### config.mk
export PLATFORM = sky130hd
export DESIGN_NAME = spatz_spm_partition_ctrl
export DESIGN_NICKNAME = d
export VERILOG_FILES = /design/src/rtl/spatz_spm_partition_ctrl.sv
export SDC_FILE = /design/constraint.sdc
export NUM_CORES = 1
export LEC_CHECK = 0
export ABC_AREA = 1
export CAP_MARGIN = 20
export CORE_UTILIZATION = 40
export CTS_BUF_LIST = sky130_fd_sc_hd__clkbuf_4 sky130_fd_sc_hd__clkbuf_8
export CTS_CLUSTER_DIAMETER = 60
export DETAILED_ROUTE_END_ITERATION = 12
export GPL_ROUTABILITY_DRIVEN = 0
export GPL_TIMING_DRIVEN = 0
export HOLD_SLACK_MARGIN = 0.08
export PLACE_DENSITY = 0.66
export SYNTH_ARGS = -nofsm -noshare
export SYNTH_HDL_FRONTEND = slang
export SYNTH_SLANG_ARGS = --single-unit
export TNS_END_PERCENT = 20
### constraint.sdc
create_clock -name clk_i -period 2.42 [get_ports clk_i]
set_input_delay 0.726 -clock clk_i [delete_from_list [all_inputs] [get_ports clk_i]]
set_output_delay 0.726 -clock clk_i [all_outputs]
set_load 0.03 [all_outputs]
### src/rtl/spatz_spm_partition_ctrl.sv
// SPM/cache split controller: drains per-port traffic, flushes the cache,
// then commits the new SPM size to the address mapper.
module spatz_spm_partition_ctrl #(
  parameter int unsigned NumIO          = 4,
  parameter int unsigned AddrWidth      = 32,
  parameter int unsigned MaxOutstanding = 8,
  parameter int unsigned SizeGranule    = 1024,
  parameter logic [AddrWidth-1:0] SpmSizeReset = 'h0001_0000
) (
  input  logic                 clk_i,
  input  logic                 rst_ni,
  input  logic                 cfg_valid_i,
  output logic                 cfg_ready_o,
  input  logic [AddrWidth-1:0] cfg_spm_size_i,
  input  logic [AddrWidth-1:0] tcdm_start_address_i,
  input  logic [AddrWidth-1:0] tcdm_end_address_i,
  output logic [AddrWidth-1:0] spm_size_o,
  input  logic [NumIO-1:0]     req_valid_i,
  input  logic [NumIO-1:0]     req_ready_i,
  input  logic [NumIO-1:0]     rsp_valid_i,
  output logic [NumIO-1:0]     stall_o,
  output logic                 cache_flush_valid_o,
  input  logic                 cache_flush_ready_i,
  input  logic                 cache_flush_done_i,
  output logic                 busy_o,
  output logic                 cfg_error_o,
  output logic                 underflow_o
);

  localparam int unsigned CntW = $clog2(MaxOutstanding + 1);
  localparam logic [CntW-1:0] CntMax = CntW'(MaxOutstanding);
  localparam logic [AddrWidth-1:0] GranMask = AddrWidth'(SizeGranule - 1);

  typedef enum logic [2:0] {
    IDLE,
    DRAIN,
    FLUSH_REQ,
    FLUSH_WAIT,
    COMMIT
  } state_e;

  state_e r_state;
  state_e w_state_nxt;

  logic [CntW-1:0]      r_cnt     [NumIO];
  logic [CntW-1:0]      w_cnt_nxt [NumIO];
  logic [NumIO-1:0]     w_uf;
  logic                 w_all_zero;
  logic [AddrWidth-1:0] r_spm;
  logic [AddrWidth-1:0] r_pending;
  logic                 r_cfg_err;
  logic                 r_uf;
  logic [AddrWidth-1:0] w_region;
  logic                 w_idle;
  logic                 w_cfg_hs;
  logic                 w_size_ok;
  logic                 w_accept;

  assign w_idle    = (r_state == IDLE);
  assign w_region  = tcdm_end_address_i - tcdm_start_address_i;
  assign w_cfg_hs  = cfg_valid_i & w_idle;
  assign w_size_ok = (cfg_spm_size_i <= w_region) &&
                     ((cfg_spm_size_i & GranMask) == '0);
  assign w_accept  = w_cfg_hs & w_size_ok &
                     (cfg_spm_size_i != r_spm);

  // Drain exits on the next-cycle counts so the last response
  // and the move to FLUSH_REQ share a cycle.
  always_comb begin
    w_all_zero = 1'b1;
    w_uf       = '0;
    for (int j = 0; j < NumIO; j++) begin
      w_cnt_nxt[j] = r_cnt[j];
      if (req_valid_i[j] & req_ready_i[j] & ~rsp_valid_i[j]) begin
        w_cnt_nxt[j] = r_cnt[j] + CntW'(1);
      end else if (rsp_valid_i[j] & ~(req_valid_i[j] & req_ready_i[j])) begin
        if (r_cnt[j] == '0) begin
          w_uf[j] = 1'b1;
        end else begin
          w_cnt_nxt[j] = r_cnt[j] - CntW'(1);
        end
      end
      if (w_cnt_nxt[j] != '0) begin
        w_all_zero = 1'b0;
      end
    end
  end

  always_ff @(posedge clk_i or negedge rst_ni) begin
    if (!rst_ni) begin
      r_state <= IDLE;
    end else begin
      r_state <= w_state_nxt;
    end
  end

  always_comb begin
    w_state_nxt = r_state;
    unique case (r_state)
      IDLE: begin
        if (w_accept) w_state_nxt = DRAIN;
      end
      DRAIN: begin
        if (w_all_zero) w_state_nxt = FLUSH_REQ;
      end
      FLUSH_REQ: begin
        if (cache_flush_ready_i) begin
          w_state_nxt = cache_flush_done_i ? COMMIT : FLUSH_WAIT;
        end
      end
      FLUSH_WAIT: begin
        if (cache_flush_done_i) w_state_nxt = COMMIT;
      end
      COMMIT: w_state_nxt = IDLE;
      default: w_state_nxt = IDLE;
    endcase
  end

  always_comb begin
    cfg_ready_o         = w_idle;
    busy_o              = ~w_idle;
    cache_flush_valid_o = (r_state == FLUSH_REQ);
    for (int j = 0; j < NumIO; j++) begin
      stall_o[j] = ~w_idle | (r_cnt[j] == CntMax);
    end
  end

  always_ff @(posedge clk_i or negedge rst_ni) begin
    if (!rst_ni) begin
      for (int j = 0; j < NumIO; j++) begin
        r_cnt[j] <= '0;
      end
      r_spm     <= SpmSizeReset;
      r_pending <= '0;
      r_cfg_err <= 1'b0;
      r_uf      <= 1'b0;
    end else begin
      for (int j = 0; j < NumIO; j++) begin
        r_cnt[j] <= w_cnt_nxt[j];
      end
      r_cfg_err <= w_cfg_hs & ~w_size_ok;
      r_uf      <= r_uf | (|w_uf);
      if (w_accept) begin
        r_pending <= cfg_spm_size_i;
      end
      if (r_state == COMMIT) begin
        r_spm <= r_pending;
      end
    end
  end

  assign spm_size_o  = r_spm;
  assign cfg_error_o = r_cfg_err;
  assign underflow_o = r_uf;

endmodule

### Word level (Yosys, flattened, before mapping)

Index checks and enable logic that the tools add are counted.

* output and inout bits: 41
* register bits: 85
* bits of input ports: 113

* add/subtract/negate cells: 9
* eq/ne operators: 13
* bitwise gates (word level): 31
* multiplexer cells: 34
* reduce and logical (&&, ||, !) cells: 13
* order comparisons: 1

Operator list (count)
* 2-to-1 mux 4 bit: 12
* <= comparator 32 bit: 1
* logical NOT 32 bit: 1
* != test 32 bit: 1
* subtractor 32 bit: 1
* adder 4 x 1 -> 4 bit, second input constant: 4
* bitwise AND 1 bit: 16
* equality test 4 bit, second input constant: 4
* logical NOT 4 bit: 4
* 2-to-1 mux 1 bit: 16
* nonzero test 4 bit: 4
* subtractor 4 x 1 -> 4 bit, second input constant: 4
* 2-to-1 mux 3 bit: 5
* case mux 3 bit (4 select lines): 1
* inverter 1 bit: 10
* equality test 3 x 2 -> 1 bit, second input constant: 2
* bitwise OR 1 bit: 5
* != test 2 x 1 -> 1 bit, second input constant: 2
* != test 2 bit, second input constant: 2
* AND reduction 4 bit: 1
* OR reduction 4 bit: 1
* equality test 3 x 1 -> 1 bit, second input constant: 1
* equality test 3 bit, second input constant: 1
* logical NOT 3 bit: 1
* logical AND 1 bit: 1

### Longest topological paths before layout

Gate-level depths: netlist of the first run.

* depth after elaboration: 12
* mapped depth: 29

### Least setup slack after synthesis of the first run

No wires, ideal clock.

* path kind: in2reg
* from: input port tcdm_end_address_i[0]
* to: register r_state[1]
* slack: -1.344 ns
* arrival time: 3.643 ns
* setup time: 0.121 ns
* path buffers: 1
* cell stages on the path: 26
* path through: inv_1 -> ha_1 -> fa_1 -> o21ai_2 -> nand2_1 -> nand2_2 -> inv_2 -> o21ai_2 -> a21oi_2 -> o21bai_4 -> nand2_2 -> nand3_1 -> nand2_1 -> ha_1 -> nand2_1 -> nor2_2 -> nand2_2 -> nor4_4 -> nand3b_1 -> nand2_1 -> nand3_2 -> buf_6 -> nand2_2 -> nand2_2 -> o21bai_1 -> nand2_1

* longest elaborated chain between the ends: 7

RTL lines
* start, declared: line 16 `input logic [AddrWidth-1:0] tcdm_end_address_i,`
* subtractor 32 bit: line 60 `assign w_region = tcdm_end_address_i - tcdm_start_address_i;`
* <= comparator 32 bit: line 62 `assign w_size_ok = (cfg_spm_size_i <= w_region) &&`
* logical AND 1 bit: line 62
* bitwise AND 1 bit (2 in series): line 64 `assign w_accept = w_cfg_hs & w_size_ok &`
* != test 2 x 1 -> 1 bit (no line)
* AND reduction 4 bit (no line)
* end signal, assigned: line 93 `r_state <= w_state_nxt;`
* end, declared: line 42 `state_e r_state;`

No other way between the ends.
A chain may end at the register's enable or synchronous reset.

### Final worst setup path of the first run

* from: input port tcdm_end_address_i[12]
* to: register r_state[1]

The elaborated chain is that of the path after synthesis.

==> results by stage, run 1 <==
Run status:
- The run finished, with violations left.
- The checks that failed: negative setup slack.

Detailed routing:
- The number of iterations in the first detailed-routing pass is 5.
- In the routed design, unresolved DRC markers number 0.
- The number of vias in the routed layout is 6873.
- The routed metal-1 wirelength is 9.231 mm.
- The uppermost signal routing layer after detailed routing is met4.
- The total met2 wirelength after detailed routing is 10.63 mm.
- The remaining number of nets flagged by the antenna check after routing is 0.
- In the detailed route, the total length drawn on met3 is 795 microns.
- In the routed layout, each cell is associated on average with a via count of 4.999.
- The final layout contains routed wiring with a total length of 21.17 mm.
- In the final routed layout, each cell accounts on average for 15.39 microns.
- After the first detailed-routing iteration, the DRC count stood at 324.

STA:
- The clock period minus worst slack is 3.726 ns.
- For the pin with the worst max-slew slack, the measured transition is 0.5060 ns.
- Measured against its own limit, the worst slew margin works out to 66.27%.
- The final-report hold violation count is 0.
- Setup repair after global routing could not meet its margin everywhere.
- The setup slack of the critical path after layout is -1.306 ns.
- Hold is met by 0.2907 ns.
- The worst clock skew is 0.009355 ns.
- The number of max-slew violations in the final report is 0.
- Static timing analysis puts the maximum clock frequency at 268.4 MHz.
- The sum of negative setup slack is -44.92 ns.
- The post-route clock period utilization is 154.0%.
- The number of endpoints failing setup at the final stage is 36.

Clocking:
- The number of buffers created by CTS is 9.
- The hold buffer count at CTS is 0.
- The H-tree was split into 3 levels.
- TritonCTS built the clock tree.
- The clock input transition at the sequential cells of the worst setup and hold paths is 0.09 ns.
- The clock latency reported for the late side of the worst-skew pair is 0.36 ns.
- The cell sitting at the root of the clock tree is a sky130_fd_sc_hd__clkbuf_8.
- Clock tree synthesis found a total of 85 sinks.
- The clock passes through at most 2 buffers.

Synthesis:
- In this run, distinct cell masters in the synthesized netlist total 42.
- Summing the sequential cell areas from Yosys gives 30.59% of the chip area.
- The synthesized netlist occupies a cell area of 6958 sq um.
- The share of synthesized registers carrying an async set or reset is 100.0%.
- In the synthesized netlist the dominant register cell turns out to be sky130_fd_sc_hd__dfrtp_1.
- After technology mapping, the gate count stands at 911.
- The number of synthesized flops with an enable pin is 0.
- The number of warnings issued by yosys is 0.
- After synthesis, the mean cell area works out to 7.638 sq um.
- The number of synthesized register bits is 85.
- The net count after synthesis is 1096.

Pwr:
- The power density normalized to cell area is 592.4 nW/um^2.
- Across the VDD grid, the largest voltage drop is 641.6 uV.
- The standby leakage power is 0.005353 uW.
- Total power for the finished layout comes to 6372 uW.

Placement:
- The count of buffers added on input and output ports is 153.
- The final HPWL from detailed placement is 13.77 mm.

Die:
- The die outline area is 17930 sq um.
- The floorplan die height is 133.9 microns.
- The core area is 16760 sq um.
- The count of boundary I/O pins is 154.
- The initial utilization of the core area, before any placement, comes to 41.52%.
- After floorplanning, the core was divided into 47 placement rows.
- From left edge to right edge, the die measures 133.9 microns.

Critical path:
- The most frequent cell on the critical path is sky130_fd_sc_hd__nand2_1.
- The endpoint kind of the worst setup timing path is a flip-flop.
- STA classifies the critical path startpoint as an input port.
- The largest single stage delay on the critical path is 0.27 ns.
- The family with the most delay on the worst path is compound AO/OA/AOI/OAI gates.
- The kind of critical path is in2reg.
- At the worst endpoint, the required time is 2.68 ns.
- The largest fanout on the critical path is 6.
- On the critical path, the stage with the largest delay is an instance of sky130_fd_sc_hd__ha_4.
- Together, buffers and inverters on the worst path number 5.
- At the worst endpoint, the arrival time is 3.99 ns.

Job:
- The number of maximum-capacitance violations is 0.

GRT:
- The via count of the first global-routing pass is 6370.
- The first global-routing pass estimated 30.40 mm of wire.
- The initial antenna violation count is 0.
- The total grt overflow is 0.
- Entering global routing, the biggest net connects 57 pins.
- For this run, the total global-route usage over all layers was measured as 21.39%.

Final layout:
- Of the cells placed in the final design, the portion with a size suffix greater than 1 is 33.85%.
- The number of antenna repair diodes is 0.
- Fill cells in the final layout number 1383.
- The relative area change from synthesis to final layout is 54.59%.
- In the final design database the tool counted 1335 nets.
- For this run, the share of the core covered by cells in the final layout is 64.18%.

Min path:
- The worst hold path class is in2async.
[final timing paths]
check / start / endpoint / cells after the start / slack, ns
worst max-delay path: tcdm_end_address_i[12] / r_state[1] / 27 / -1.31
worst min-delay path: rst_ni / spm_size_o[29] / 1 / 0.29
worst max register to register: r_cnt[4] / r_state[1] / 15 / 0.38
worst min register to register: r_pending[3] / r_pending[3] / 2 / 0.47
max in group asynchronous: rst_ni / r_pending[10] / 2 / 1.51
min in group clk_i: r_pending[3] / r_pending[3] / 2 / 0.47
[metal layers]
layer,global-route usage [%],vias to the layer above
met2,37.65,182
met5,0,-
li1,-,3436
met1,27.26,3216
met3,2.419,39
met4,6.755,0
[cell type report]
type                    count  area, sq um  share of cell area (%)
multi-input cells         677         5398                   50.18
flip-flops and latches     85         2128                   19.79
repair buffers            228         2088                   19.41
inverters                 140        538.0                   5.002
well taps                 220        275.3                   2.559
clock buffers              12        158.9                   1.477
plain buffers               9        100.1                  0.9306
clock inverters             4        70.07                  0.6514
[timing repair]
item,CTS,global route
setup buffers,43,30
endpoints found under the setup margin,42,43
cloned,3,0
pin swaps,86,116
gates resized for setup,204,190
[cell usage in the layout (no fill, tap or decap), drive strengths merged, types with 2 or more instances in the layout]
master           n
a21boi           2
a21o             6
a21oi           63
a31oi            3
buf             85
bufinv           2
clkbuf          33
clkdlybuf4s15    9
clkdlybuf4s50   96
clkinv           2
dfrtp           84
dlygate4sd2     15
dlymetal6s2s    11
ha              71
inv            140
mux2            29
nand2          212
nand3           41
nand3b           8
nand4            7
nor2            87
nor3            11
nor4             5
o211ai           2
o21a             2
o21ai           61
o21bai           3
xnor2           16
xor2            44
[stage by stage]
step	setup slack (ns)	instance area [sq um]	std cells
final	-1.306	10760	1375
after global placement	-2.543	8792	1284
after global routing	-1.482	10760	1375
after CTS	-1.397	10070	1347
after floorplan	-1.196	6985	911
after detailed placement	-2.344	8817	1285
[synth_stat cells, types with 3 or more instances]
cell | n | area [sq um]
sky130_fd_sc_hd__nand2_1 | 199 | 747.0
sky130_fd_sc_hd__inv_1 | 134 | 503.0
sky130_fd_sc_hd__dfrtp_1 | 84 | 2102
sky130_fd_sc_hd__nor2_1 | 84 | 315.3
sky130_fd_sc_hd__ha_1 | 71 | 888.4
sky130_fd_sc_hd__a21oi_1 | 60 | 300.3
sky130_fd_sc_hd__xor2_1 | 44 | 385.4
sky130_fd_sc_hd__o21ai_0 | 42 | 210.2
sky130_fd_sc_hd__nand3_1 | 34 | 170.2
sky130_fd_sc_hd__mux2_2 | 29 | 326.6
sky130_fd_sc_hd__xnor2_1 | 16 | 140.1
sky130_fd_sc_hd__nand2_2 | 13 | 81.33
sky130_fd_sc_hd__o21ai_2 | 13 | 113.9
sky130_fd_sc_hd__nor3_1 | 11 | 55.05
sky130_fd_sc_hd__nand3b_1 | 8 | 60.06
sky130_fd_sc_hd__nand3_2 | 7 | 70.07
sky130_fd_sc_hd__nand4_1 | 7 | 43.79
sky130_fd_sc_hd__inv_2 | 6 | 22.52
sky130_fd_sc_hd__o21ai_1 | 6 | 30.03
sky130_fd_sc_hd__a21o_1 | 5 | 37.54
sky130_fd_sc_hd__buf_6 | 4 | 45.04
sky130_fd_sc_hd__a21oi_2 | 3 | 26.28
sky130_fd_sc_hd__a31oi_1 | 3 | 18.77
sky130_fd_sc_hd__nor2_2 | 3 | 18.77
[cells by family after synthesis]
group | share of synthesized area [%]
flops | 30.59
compound gates | 12.16
fa+ha+maj | 13.06
xor+xnor | 7.553
simple gates | 23.40
mux | 4.693
buf+inv | 8.560
[registers in the layout, summed over array words and instances, names as in the netlist]
signal,flops
r_cnt,16
r_state,3
cfg_error_o,1
underflow_o,1
spm_size_o,32
r_pending,32
[power breakdown]
part | switching, uW | internal (uW)
combinational | 1970 | 1420
sequential | 201 | 1620
clock | 515 | 647
(Power assumes the default switching activity.)
==> inputs of run 2 (changes only) <==
--- a/config.mk
+++ b/config.mk
@@ -16,4 +16,5 @@
 export HOLD_SLACK_MARGIN = 0.08
 export PLACE_DENSITY = 0.66
+export REMOVE_ABC_BUFFERS = 1
 export SYNTH_ARGS = -nofsm -noshare
 export SYNTH_HDL_FRONTEND = slang
==> constraint.sdc (replaced) <==
create_clock -name clk_i -period 2.42 [get_ports clk_i]
set_input_delay 0.726 -clock clk_i [delete_from_list [all_inputs] [get_ports clk_i]]
set_output_delay 0.726 -clock clk_i [all_outputs]
set_load 0.05 [all_outputs]
==> results by stage, run 2 (synthesized netlist as in run 1, its figures left out) <==
Run status:
- The flow ran to the end, but the final reports show violations.
- The checks that failed: negative setup slack.

Critical path:
- STA classifies the critical path startpoint as an input port.
- The required arrival time at the worst endpoint was 2.72 ns (+0.04 ns).
- The worst setup path is of the in2reg kind.
- The largest fanout on the critical path is 5 (-1).
- The endpoint kind of the worst setup timing path is a flip-flop.
- The critical path arrival is 4.05 ns (+0.06 ns).

GRT:
- The initial antenna violation count is 0 (unchanged).
- The largest net degree at the start of global routing came to 54 (-5.3%).
- The global-route track usage on met2 is 37.82% (+0.17 points).
- The global routing usage on met1 is 26.67% (-0.58 points).
- The via count of the first global-routing pass is 6383 (+0.20%).
- The global-route wire length before repair is 30.39 mm (about the same).
- The met3 routing resource usage after global routing is 1.927% (-0.49 points).
- The global-route usage over all layers is 21.18% (-0.21 points).
- The total grt overflow is 0 (unchanged).
- The layer flagged by global routing as most heavily used is met2.

Final layout:
- The library cell used most frequently in the layout, excluding fill and tap cells, is sky130_fd_sc_hd__nand2_1.
- The number of antenna repair diodes is 0 (unchanged).
- The fraction of final layout cells with drive strength greater than 1 came to 26.91% (-6.9 points).
- The number of non-filler instances in the completed layout is 1346 (-2.1%).
- The relative area change from synthesis to final layout is 46.11%.
- In the layout the commonest cells are 169 x sky130_fd_sc_hd__nand2_1, 104 x sky130_fd_sc_hd__inv_1, 98 x sky130_fd_sc_hd__clkdlybuf4s50_1.
- The utilization after layout is 60.66% (-3.5 points).
- The post-layout instance area is 10170 sq um (-5.5%).
- The number of nets in the final layout is 1306 (-2.2%).

Clocking:
- The clock latency reported for the late side of the worst-skew pair is 0.36 ns (about the same).
- The clock input transition at the sequential cells of the worst setup and hold paths is 0.08 ns (about the same).
- The clock tree buffer depth is 2 (unchanged).
- The total clock sinks came to 85 (unchanged).
- The number of levels in the clock H-tree is 3 (unchanged).
- The number of buffers created by CTS is 9 (unchanged).
- TritonCTS built the clock tree.
- The hold buffer count at CTS is 0 (unchanged).
- The clock root buffer is sky130_fd_sc_hd__clkbuf_8.

STA:
- The worst clock skew is 0.01012 ns (+0.0007622 ns).
- Setup repair after global routing could not meet its margin everywhere.
- The clock period minus worst slack is 3.754 ns (+0.02760 ns).
- The final-report hold violation count came to 0 (unchanged).
- The setup slack of the critical path after layout came to -1.334 ns (-0.02760 ns).
- The number of endpoints failing setup at the final stage came to 37 (+2.8%).
- The relative slew slack is 43.02% (-23 points).
- The worst-margin pin slew is 0.8516 ns (+0.3457 ns).
- The post-route clock period utilization is 155.1% (+1.1 points).
- The smallest hold slack is 0.3210 ns (+0.03034 ns).
- The number of max-slew violations in the final report is 0 (unchanged).
- The upper clock frequency limit is 266.4 MHz (-0.74%).

Die:
- The initial cell density of the core is 41.52% (unchanged).
- The die width came to 133.9 microns (unchanged).
- The number of placement rows was 47 (unchanged).
- The count of boundary I/O pins is 154 (unchanged).
- The floorplan die height is 133.9 microns (unchanged).
- The core area is 16760 sq um (unchanged).
- The die outline area is 17930 sq um (unchanged).

Detailed routing:
- The average via count per standard cell came to 4.923 (-1.5%).
- The final routed wire length divided by cell count is 13.89 microns (-9.7%).
- The violation count after the first detailed-routing iteration is 235 (-27%).
- The DRC violation count after routing came to 0 (unchanged).
- The remaining number of nets flagged by the antenna check after routing is 0 (unchanged).
- The number of iterations in the first detailed-routing pass is 4 (-1).
- The number of vias in the routed layout is 6626 (-3.6%).
- The final wirelength came to 18.70 mm (-12%).

Pwr:
- The power density normalized to cell area was 601.2 nW/um^2 (+1.5%).
- The highest ir drop seen on vdd came to 588.1 uV (-8.3%).
- The standby leakage power is 0.005057 uW (-5.5%).

Placement:
- The final HPWL from detailed placement was 13.23 mm (-3.9%).
- The placed instance count is 1277 (-0.62%).
- The count of buffers inserted at the top-level ports is 153 (unchanged).
- The area of placed instances came to 8750 sq um (-0.77%).

Min path:
- The worst hold path class is in2async.

Job:
- The number of maximum-capacitance violations is 0 (unchanged).
-- run 2: what timing repair did --
action	4_1_cts	5_1_grt
setup buffers	43	8
gates resized for setup	244	44
endpoints found under the setup margin	44	41
cloned	2	0
pin swaps	103	32
-- run 2: per-layer routing --
| layer | part of all wire, % | up-vias |
|---|---|---|
| li1 | - | 3378 |
| met1 | 44 | 3053 |
| met2 | 50 | 169 |
| met3 | 3.9 | 26 |
| met4 | 2.1 | 0 |
| met5 | 0 | - |
-- run 2: stage by stage --
stage	setup TNS (ns)	worst slack (ns)	total power, uW
5_1_grt	-52.09	-1.509	6619
2_1_floorplan	-63.74	-1.936	3866
4_1_cts	-47.48	-1.376	6078
6_report	-46.04	-1.334	6112
3_5_place_dp	-98.39	-2.924	4746
3_3_place_gp	-320.39	-3.175	4690
-- run 2: final cells by class --
cell class	instances	area (sq um)
Clock buffer	9	123.9
Clock inverter	7	73.82
Fill cell	1457	6594
Inverter	140	530.5
Multi-Input combinational cell	678	5106
Sequential cell	85	2128
Tap cell	220	275.3
Timing Repair Buffer	207	1928
-- run 2: worst max-delay path, stage by stage --
cell and delay [ns]:
sky130_fd_sc_hd__dlygate4sd2_1 0.27, sky130_fd_sc_hd__ha_4 0.27, sky130_fd_sc_hd__a21oi_1 0.17, sky130_fd_sc_hd__o21ai_2 0.09, sky130_fd_sc_hd__buf_4 0.14, sky130_fd_sc_hd__buf_4 0.13
sky130_fd_sc_hd__nand4_1 0.09, sky130_fd_sc_hd__nand3_2 0.14, sky130_fd_sc_hd__nand3_2 0.10, sky130_fd_sc_hd__o211ai_1 0.10, sky130_fd_sc_hd__xor2_1 0.20, sky130_fd_sc_hd__ha_1 0.30
sky130_fd_sc_hd__nand2_2 0.07, sky130_fd_sc_hd__nor2_4 0.10, sky130_fd_sc_hd__nand2_2 0.08, sky130_fd_sc_hd__nor4_4 0.20, sky130_fd_sc_hd__nand3b_1 0.13, sky130_fd_sc_hd__nand2_2 0.13
sky130_fd_sc_hd__nand3_4 0.17, sky130_fd_sc_hd__buf_6 0.20, sky130_fd_sc_hd__a21oi_2 0.11, sky130_fd_sc_hd__nand3_1 0.08, sky130_fd_sc_hd__nand2_1 0.06
-- run 2: path summary, 6_finish.rpt --
kind | cells past startpoint | start | slack, ns | end
worst max register to register | 15 | r_cnt[12] | 0.33 | r_state[1]
worst min register to register | 2 | r_pending[2] | 0.47 | r_pending[2]
worst min-delay path | 1 | rst_ni | 0.32 | spm_size_o[5]
max in group asynchronous | 2 | rst_ni | 1.44 | spm_size_o[16]
min in group clk_i | 2 | r_pending[2] | 0.47 | r_pending[2]
worst max-delay path | 23 | tcdm_end_address_i[3] | -1.33 | r_state[1]
-- run 2: report_power, final --
part	internal, uW	leakage, uW	switching [uW]
Sequential	1620	0.00114	203
Clock	481	0.0000996	533
Combinational	1290	0.00382	1980
Total	3390	0.00506	2720
